File: src/rtl/lcd_pkg.sv
// Shared definitions for the character-LCD bus sink: bus bit positions,
// command opcode masks, buffer geometry and the cursor step helper.
package lcd_pkg;

  localparam int EN_B = 10;
  localparam int RS_B = 9;
  localparam int RW_B = 8;

  localparam int LINE_LEN  = 16;
  localparam int NUM_CELLS = 32;
  localparam int IDX_W     = 5;

  // Each command is identified by its leading one; masks are tested in
  // priority order from the MSB down.
  localparam logic [7:0] CMD_DDRAM_M = 8'h80;
  localparam logic [7:0] CMD_CGRAM_M = 8'h40;
  localparam logic [7:0] CMD_FUNC_M  = 8'h20;
  localparam logic [7:0] CMD_SHIFT_M = 8'h10;
  localparam logic [7:0] CMD_DISP_M  = 8'h08;
  localparam logic [7:0] CMD_ENTRY_M = 8'h04;
  localparam logic [7:0] CMD_HOME_M  = 8'h02;
  localparam logic [7:0] CMD_CLEAR_M = 8'h01;

  typedef enum logic [0:0] {
    S_IDLE  = 1'b0,
    S_CLEAR = 1'b1
  } sweep_state_t;

  // 5-bit wrap gives 15->16, 31->0 on increment and 0->31, 16->15 on
  // decrement, i.e. the two lines form one continuous ring.
  function automatic logic [IDX_W-1:0] idx_step(input logic [IDX_W-1:0] idx,
                                                input logic inc);
    return inc ? (idx + IDX_W'(1)) : (idx - IDX_W'(1));
  endfunction

endpackage

File: src/rtl/lcd_char_ram.sv
// 32x8 character buffer: one write port, one registered read port.
// A read of the address being written in the same cycle returns old data.
module lcd_char_ram
  import lcd_pkg::*;
(
  input  logic             Clk,
  input  logic             reset,
  input  logic             we,
  input  logic [IDX_W-1:0] wa,
  input  logic [7:0]       wd,
  input  logic [IDX_W-1:0] ra,
  output logic [7:0]       rd
);

  logic [7:0] mem [NUM_CELLS];

  // Storage array; contents are initialised by the clear sweep, not by reset.
  always_ff @(posedge Clk) begin
    if (we) mem[wa] <= wd;
  end

  // Registered read, cleared by reset.
  always_ff @(posedge Clk) begin
    if (!reset) rd <= 8'h00;
    else        rd <= mem[ra];
  end

endmodule

File: src/rtl/lcd_bus_sink.sv
// Receiving end of the 11-bit character-LCD bus. Captures EN strobes,
// decodes HD44780-style commands/data into a 2x16 buffer and runs the
// clear sweep.
//
//  state   | meaning
//  S_IDLE  | accepting transfers
//  S_CLEAR | writing BLANK_CHAR to cell cnt, transfers rejected
module lcd_bus_sink
  import lcd_pkg::*;
#(
  parameter logic [7:0] BLANK_CHAR  = 8'h20,
  parameter int         EN_MIN_HIGH = 2
) (
  input  logic             Clk,
  input  logic             reset,
  input  logic [10:0]      lcd_bus,
  input  logic [IDX_W-1:0] rd_idx,
  output logic [7:0]       rd_char,
  output logic [IDX_W-1:0] cursor_idx,
  output logic             disp_on,
  output logic             two_line,
  output logic             busy,
  output logic             wr_stb,
  output logic             err_stb
);

  localparam int RUN_W = $clog2(EN_MIN_HIGH + 1);
  localparam logic [IDX_W-1:0] LINE1_BASE = IDX_W'(LINE_LEN);
  localparam logic [IDX_W-1:0] LAST_CELL  = IDX_W'(NUM_CELLS - 1);

  logic [10:0]      bus_q, bus_qq;
  logic [RUN_W-1:0] run_cnt;
  logic [IDX_W-1:0] cursor_q, cursor_nxt;
  logic             id_q, id_nxt;
  logic             disp_q, disp_nxt;
  logic             two_q, two_nxt;
  logic             clr_pend;
  logic             wr_q, err_q;
  logic             fall, do_wr, do_err, start_clr;
  logic [7:0]       db;

  sweep_state_t     state, state_nxt;
  logic [IDX_W-1:0] cnt, cnt_nxt;

  logic             ram_we;
  logic [IDX_W-1:0] ram_wa;
  logic [7:0]       ram_wd;

  assign busy = (state == S_CLEAR);
  assign fall = bus_qq[EN_B] & ~bus_q[EN_B];
  assign db   = bus_qq[7:0];

  // Bus capture: bus_qq holds the last EN-high sample when the fall is seen.
  always_ff @(posedge Clk) begin
    if (!reset) begin
      bus_q   <= '0;
      bus_qq  <= '0;
      run_cnt <= '0;
    end else begin
      bus_q  <= lcd_bus;
      bus_qq <= bus_q;
      if (!bus_q[EN_B])
        run_cnt <= '0;
      else if (run_cnt < RUN_W'(EN_MIN_HIGH))
        run_cnt <= run_cnt + RUN_W'(1);
    end
  end

  // Transfer decode on the commit cycle; produces next cursor/mode state.
  always_comb begin
    cursor_nxt = cursor_q;
    id_nxt     = id_q;
    disp_nxt   = disp_q;
    two_nxt    = two_q;
    do_wr      = 1'b0;
    do_err     = 1'b0;
    start_clr  = clr_pend;
    if (fall) begin
      if ((run_cnt < RUN_W'(EN_MIN_HIGH)) || busy || clr_pend || bus_qq[RW_B]) begin
        do_err = 1'b1;
      end else if (bus_qq[RS_B]) begin
        do_wr      = 1'b1;
        cursor_nxt = idx_step(cursor_q, id_q);
      end else if (|(db & CMD_DDRAM_M)) begin
        if (db[6:4] == 3'b000)      cursor_nxt = {1'b0, db[3:0]};
        else if (db[6:4] == 3'b100) cursor_nxt = LINE1_BASE | {1'b0, db[3:0]};
        else                        do_err = 1'b1;
      end else if (|(db & CMD_CGRAM_M)) begin
        do_err = 1'b1;
      end else if (|(db & CMD_FUNC_M)) begin
        two_nxt = db[3];
      end else if (|(db & CMD_SHIFT_M)) begin
        if (!db[3]) cursor_nxt = idx_step(cursor_q, db[2]);
      end else if (|(db & CMD_DISP_M)) begin
        disp_nxt = db[2];
      end else if (|(db & CMD_ENTRY_M)) begin
        id_nxt = db[1];
      end else if (|(db & CMD_HOME_M)) begin
        cursor_nxt = '0;
      end else if (|(db & CMD_CLEAR_M)) begin
        cursor_nxt = '0;
        id_nxt     = 1'b1;
        start_clr  = 1'b1;
      end
    end
  end

  // Cursor, mode bits and strobes.
  always_ff @(posedge Clk) begin
    if (!reset) begin
      cursor_q <= '0;
      id_q     <= 1'b1;
      disp_q   <= 1'b0;
      two_q    <= 1'b0;
      clr_pend <= 1'b1;
      wr_q     <= 1'b0;
      err_q    <= 1'b0;
    end else begin
      cursor_q <= cursor_nxt;
      id_q     <= id_nxt;
      disp_q   <= disp_nxt;
      two_q    <= two_nxt;
      clr_pend <= 1'b0;
      wr_q     <= do_wr;
      err_q    <= do_err;
    end
  end

  // Sweep state register.
  always_ff @(posedge Clk) begin
    if (!reset) begin
      state <= S_IDLE;
      cnt   <= '0;
    end else begin
      state <= state_nxt;
      cnt   <= cnt_nxt;
    end
  end

  // Sweep next-state: one blank cell per cycle, 32 cycles in S_CLEAR.
  always_comb begin
    state_nxt = state;
    cnt_nxt   = cnt;
    case (state)
      S_IDLE: begin
        if (start_clr) begin
          state_nxt = S_CLEAR;
          cnt_nxt   = '0;
        end
      end
      S_CLEAR: begin
        cnt_nxt = cnt + IDX_W'(1);
        if (cnt == LAST_CELL) state_nxt = S_IDLE;
      end
      default: state_nxt = S_IDLE;
    endcase
  end

  // Buffer write mux; data writes are never accepted while sweeping.
  always_comb begin
    ram_we = do_wr | busy;
    ram_wa = busy ? cnt : cursor_q;
    ram_wd = busy ? BLANK_CHAR : db;
  end

  lcd_char_ram u_ram (
    .Clk   (Clk),
    .reset (reset),
    .we    (ram_we),
    .wa    (ram_wa),
    .wd    (ram_wd),
    .ra    (rd_idx),
    .rd    (rd_char)
  );

  assign cursor_idx = cursor_q;
  assign disp_on    = disp_q;
  assign two_line   = two_q;
  assign wr_stb     = wr_q;
  assign err_stb    = err_q;

endmodule
File: config.mk
export PLATFORM = sky130hd
export DESIGN_NAME = lcd_bus_sink
export DESIGN_NICKNAME = d
export VERILOG_FILES = /design/src/rtl/lcd_pkg.sv /design/src/rtl/lcd_char_ram.sv /design/src/rtl/lcd_bus_sink.sv
export SDC_FILE = /design/constraint.sdc
export NUM_CORES = 1
export LEC_CHECK = 0
export BUFFER_PORTS_ARGS = -buffer_cell sky130_fd_sc_hd__buf_2
export CORE_MARGIN = 4
export CORE_UTILIZATION = 45
export CTS_CLUSTER_DIAMETER = 50
export DETAILED_ROUTE_END_ITERATION = 6
export SLEW_MARGIN = 20
export SYNTH_ARGS = -nofsm -noshare
export SYNTH_HDL_FRONTEND = slang
export SYNTH_SLANG_ARGS = --single-unit
File: constraint.sdc
create_clock -name Clk -period 4.2 [get_ports Clk]
set_input_delay 0.21 -clock Clk [delete_from_list [all_inputs] [get_ports Clk]]
set_output_delay 0.21 -clock Clk [all_outputs]
set_load 0.005 [all_outputs]
==> results.toml <==
[logic_synthesis]
synth_area_leaders = "edfxtp_1, mux4_2, dfxtp_1"
synth_top_cell_by_area = "edfxtp_1"
syn_area_um2 = 12040
synthFlopType = "edfxtp_1"
synthArstFlopShare_pct = 0
ys.warnings.count = 0
synthCells = 667
synth-seq-area-share_pct = 72.01
synth_top_area_share_pct = 63.86
synth_common_cells = "edfxtp_1, mux4_2, nor2_1, dfxtp_1, nand2_1"
synth_edf_count = 256
syn_avg_cell_area_um2 = 18.05
post-synth-top-count-cell = "edfxtp_1"
synth_nets = 689
ys_types = 59
synth_seq_cells = 305

[power_and_ir_drop]
power.switching_mw = 1.376
leakagePower_nw = 4.584
intPower_mw = 5.175
powerDensity_nw_per_um2 = 477.0
power_frac_comb_pct = 4.2
switching_share_pct = 21.00
seqPwrFrac_pct = 50.6
fin_total_pwr_mw = 6.551
peakVddDrop_mv = 0.2617
p_clk_share_pct = 45.2

[sta]
slew_headroom_pct = 32.83
timing.final.crit_share_pct = 69.66
worst_pin_slew_ns = 1.005
finalSetupViolations = 0
fin_skew_ns = 0.01842
holdWs_ns = 0.2735
clock.fmax_ghz = 0.3418
drv_slew = 0
rsz0062_at_grt = "no"
min_period_ns = 2.926
layout_setup_ws_ns = 1.274
hold_viol = 0
finalSetupTns_ns = 0

[worst_hold_path]
min_to = "bus_q[10]"
holdPathStages = 2
holdCritPathClass = "primary input to flop"
hp-start = "reset"

[critical_path]
crit_path_start_kind = "flop"
slowest_delay_ns = 0.64
rr_worst_depth = 5
r2r-start = "busy"
cp.arrival_ns = 3.06
path_buf_inv = 0
crit_fanout = 23
path_cells = "nor4b_4, nand3_2, o2bb2a_4, or2_1, nor2_1"
worstSetupPathType = "flop to flop"
critPathTopFamily = "simple AND/OR/NAND/NOR gates"
worst-r2r-setup-slack_ns = 1.27
regToRegEndpoint = "u_ram.mem[27][5]"
critPathCaptureType = "flop"
cp_slowest_cell = "nor2_1"
cp.required_ns = 4.33

[global_route]
gr-total-overflow = 0
grt_max_degree = 53
grt_pass1_wl_um = 40720
antenna_found_initial = 0
track_usage_pct = 18.78
first_global_vias = 6377

[route]
drtIter0Drc = 642
routedWlPerCell_um = 24.72
drc = 0
detail_route.first_pass.iterations = 6
vias = 6309
antenna_left = 0
routed_wl_um = 26570
via_per_inst = 5.869

[clock_network]
numCtsBuffers = 35
clock_path_buffers = 3
cts_max_level = 2
cts_tree = "yes"
clk-insertion-delay-late_ns = 0.51
clkTransAtPathRegs_ns = 0.06
root_buffer = "clkbuf_16"
clock_sinks = 305

[placement]
io_buffers = 35
pre_cts_slack_ns = 1.303
gp_congestion = 0.8348
placed_area_um2 = 12470
hpwl_um = 16480
place_inst = 1001

[finish]
fin_area_um2 = 13730
utilization_pct = 52.40
antenna_cells = 0
layout.nets = 736
fillCellCount = 2049
drive_above_1_share_pct = 22.16
area_growth_syn_to_layout_pct = 14.07
fin_cells = 1075

[run]
maxCapViolations = 0

[die]
start_util_pct = 45.93
die_h_um = 171.6
die_x_um = 171.6
num_rows = 59
core_um2 = 26210
die_area_um2 = 29430
io_pins = 36

[status]
status = "completed"
-- sequential cells by signal, summed over array words and instances, names as in the netlist --
signal,count
bus_qq,11
disp_on,1
two_line,1
wr_stb,1
u_ram.mem,256
cnt,5
run_cnt,2
busy,1
bus_q,11
err_stb,1
u_ram.rd,8
cursor_idx,5
id_q,1
clr_pend,1
-- repair_timing --
item / CTS / global route
buffers inserted: 0 / 0
hold buffers: 11 / 0
gates resized for setup: 0 / 0
hold endpoints to repair: 11 / 0
endpoints found under the setup margin: 0 / 0
-- layout by cell type (no fill, tap or decap), types with 3 or more instances in the layout --
| master | netlist | layout |
|---|---|---|
| o22ai_1 | 5 | 5 |
| and2_1 | 22 | 22 |
| clkbuf_1 | 11 | 4 |
| nor3b_1 | 3 | 3 |
| a311oi_1 | 3 | 3 |
| nand3_1 | 3 | 3 |
| buf_4 | 3 | 4 |
| mux4_1 | 11 | 11 |
| and3_1 | 10 | 10 |
| nand2b_1 | 9 | 9 |
| buf_2 | 13 | 33 |
| a21oi_1 | 5 | 5 |
| nand3b_1 | 3 | 3 |
| o21ai_0 | 8 | 8 |
| clkbuf_8 | 1 | 6 |
| mux2i_1 | 13 | 13 |
| ha_1 | 4 | 4 |
| nor2_1 | 50 | 49 |
| nor2b_1 | 14 | 8 |
| a22oi_1 | 19 | 19 |
| edfxtp_1 | 256 | 256 |
| a211oi_1 | 10 | 10 |
| dfxtp_1 | 49 | 49 |
| dlygate4sd3_1 | 0 | 11 |
| inv_1 | 8 | 8 |
| mux4_2 | 53 | 53 |
| clkinv_2 | 0 | 4 |
| clkbuf_16 | 0 | 36 |
| inv_6 | 0 | 3 |
| nand2_1 | 25 | 25 |
| xnor2_1 | 3 | 3 |
| nor2b_4 | 0 | 6 |
| o221ai_1 | 8 | 8 |
-- worst max-delay path by stage --
stage | start | endpoint | slack, ns | cells after the start
floorplan | busy | u_ram.mem[11][0] | 2.08 | 6
global placement | busy | u_ram.mem[15][6] | 1.40 | 5
detailed placement | busy | u_ram.mem[15][0] | 1.30 | 5
CTS | busy | u_ram.mem[15][0] | 1.29 | 5
global route | busy | u_ram.mem[1][0] | 1.04 | 4
finish | busy | u_ram.mem[27][5] | 1.27 | 5
-- metal layers --
| layer | vias up | GRT usage [%] | part of all wire (%) | routed length [um] |
|---|---|---|---|---|
| met1 | 3220 | 27.80 | 43 | 11450 |
| li1 | 2759 | - | - | - |
| met5 | - | 0 | 0 | 0 |
| met2 | 283 | 29.09 | 47 | 12500 |
| met4 | 0 | 4.857 | 2.3 | 623 |
| met3 | 47 | 3.539 | 7.5 | 1995 |
-- worst reg2reg max path, delay by kind of cell, from the launching register on --
family	cells	cell delay, ns
DFF	1	0.58
AOI/OAI and AO/OA	1	0.26
and+or+nand+nor	4	1.71
-- cell type report --
type | count | area, um^2 | area share [%]
clock inverters | 15 | 142.6 | 1.039
inverters | 8 | 30.03 | 0.2187
repair buffers | 48 | 305.3 | 2.223
multi-input cells | 316 | 3158 | 23.00
well taps | 335 | 419.2 | 3.052
flip-flops and latches | 305 | 8668 | 63.13
clock buffers | 48 | 1008 | 7.344
-- power groups by stage --
| stage | clock (mW) | sequential, mW | combinational, mW |
|---|---|---|---|
| after floorplan | 0 | 3.37 | 0.189 |
| after global placement | 0 | 3.38 | 0.268 |
| after detailed placement | 0 | 3.38 | 0.272 |
| after CTS | 3.02 | 3.31 | 0.280 |
| after global routing | 3.16 | 3.32 | 0.298 |
| final | 2.96 | 3.31 | 0.275 |
-- cell families after synthesis --
family,Yosys count,synth area share (%)
muxes,78,13.49
AOI/OAI and AO/OA,77,4.875
buffers and inverters,46,2.193
xor gates and xnor gates,5,0.3639
DFF,305,72.01
adders and majority gates,4,0.4158
and+or+nand+nor,152,6.652
No activity file was read; power rests on OpenSTA's default activity.
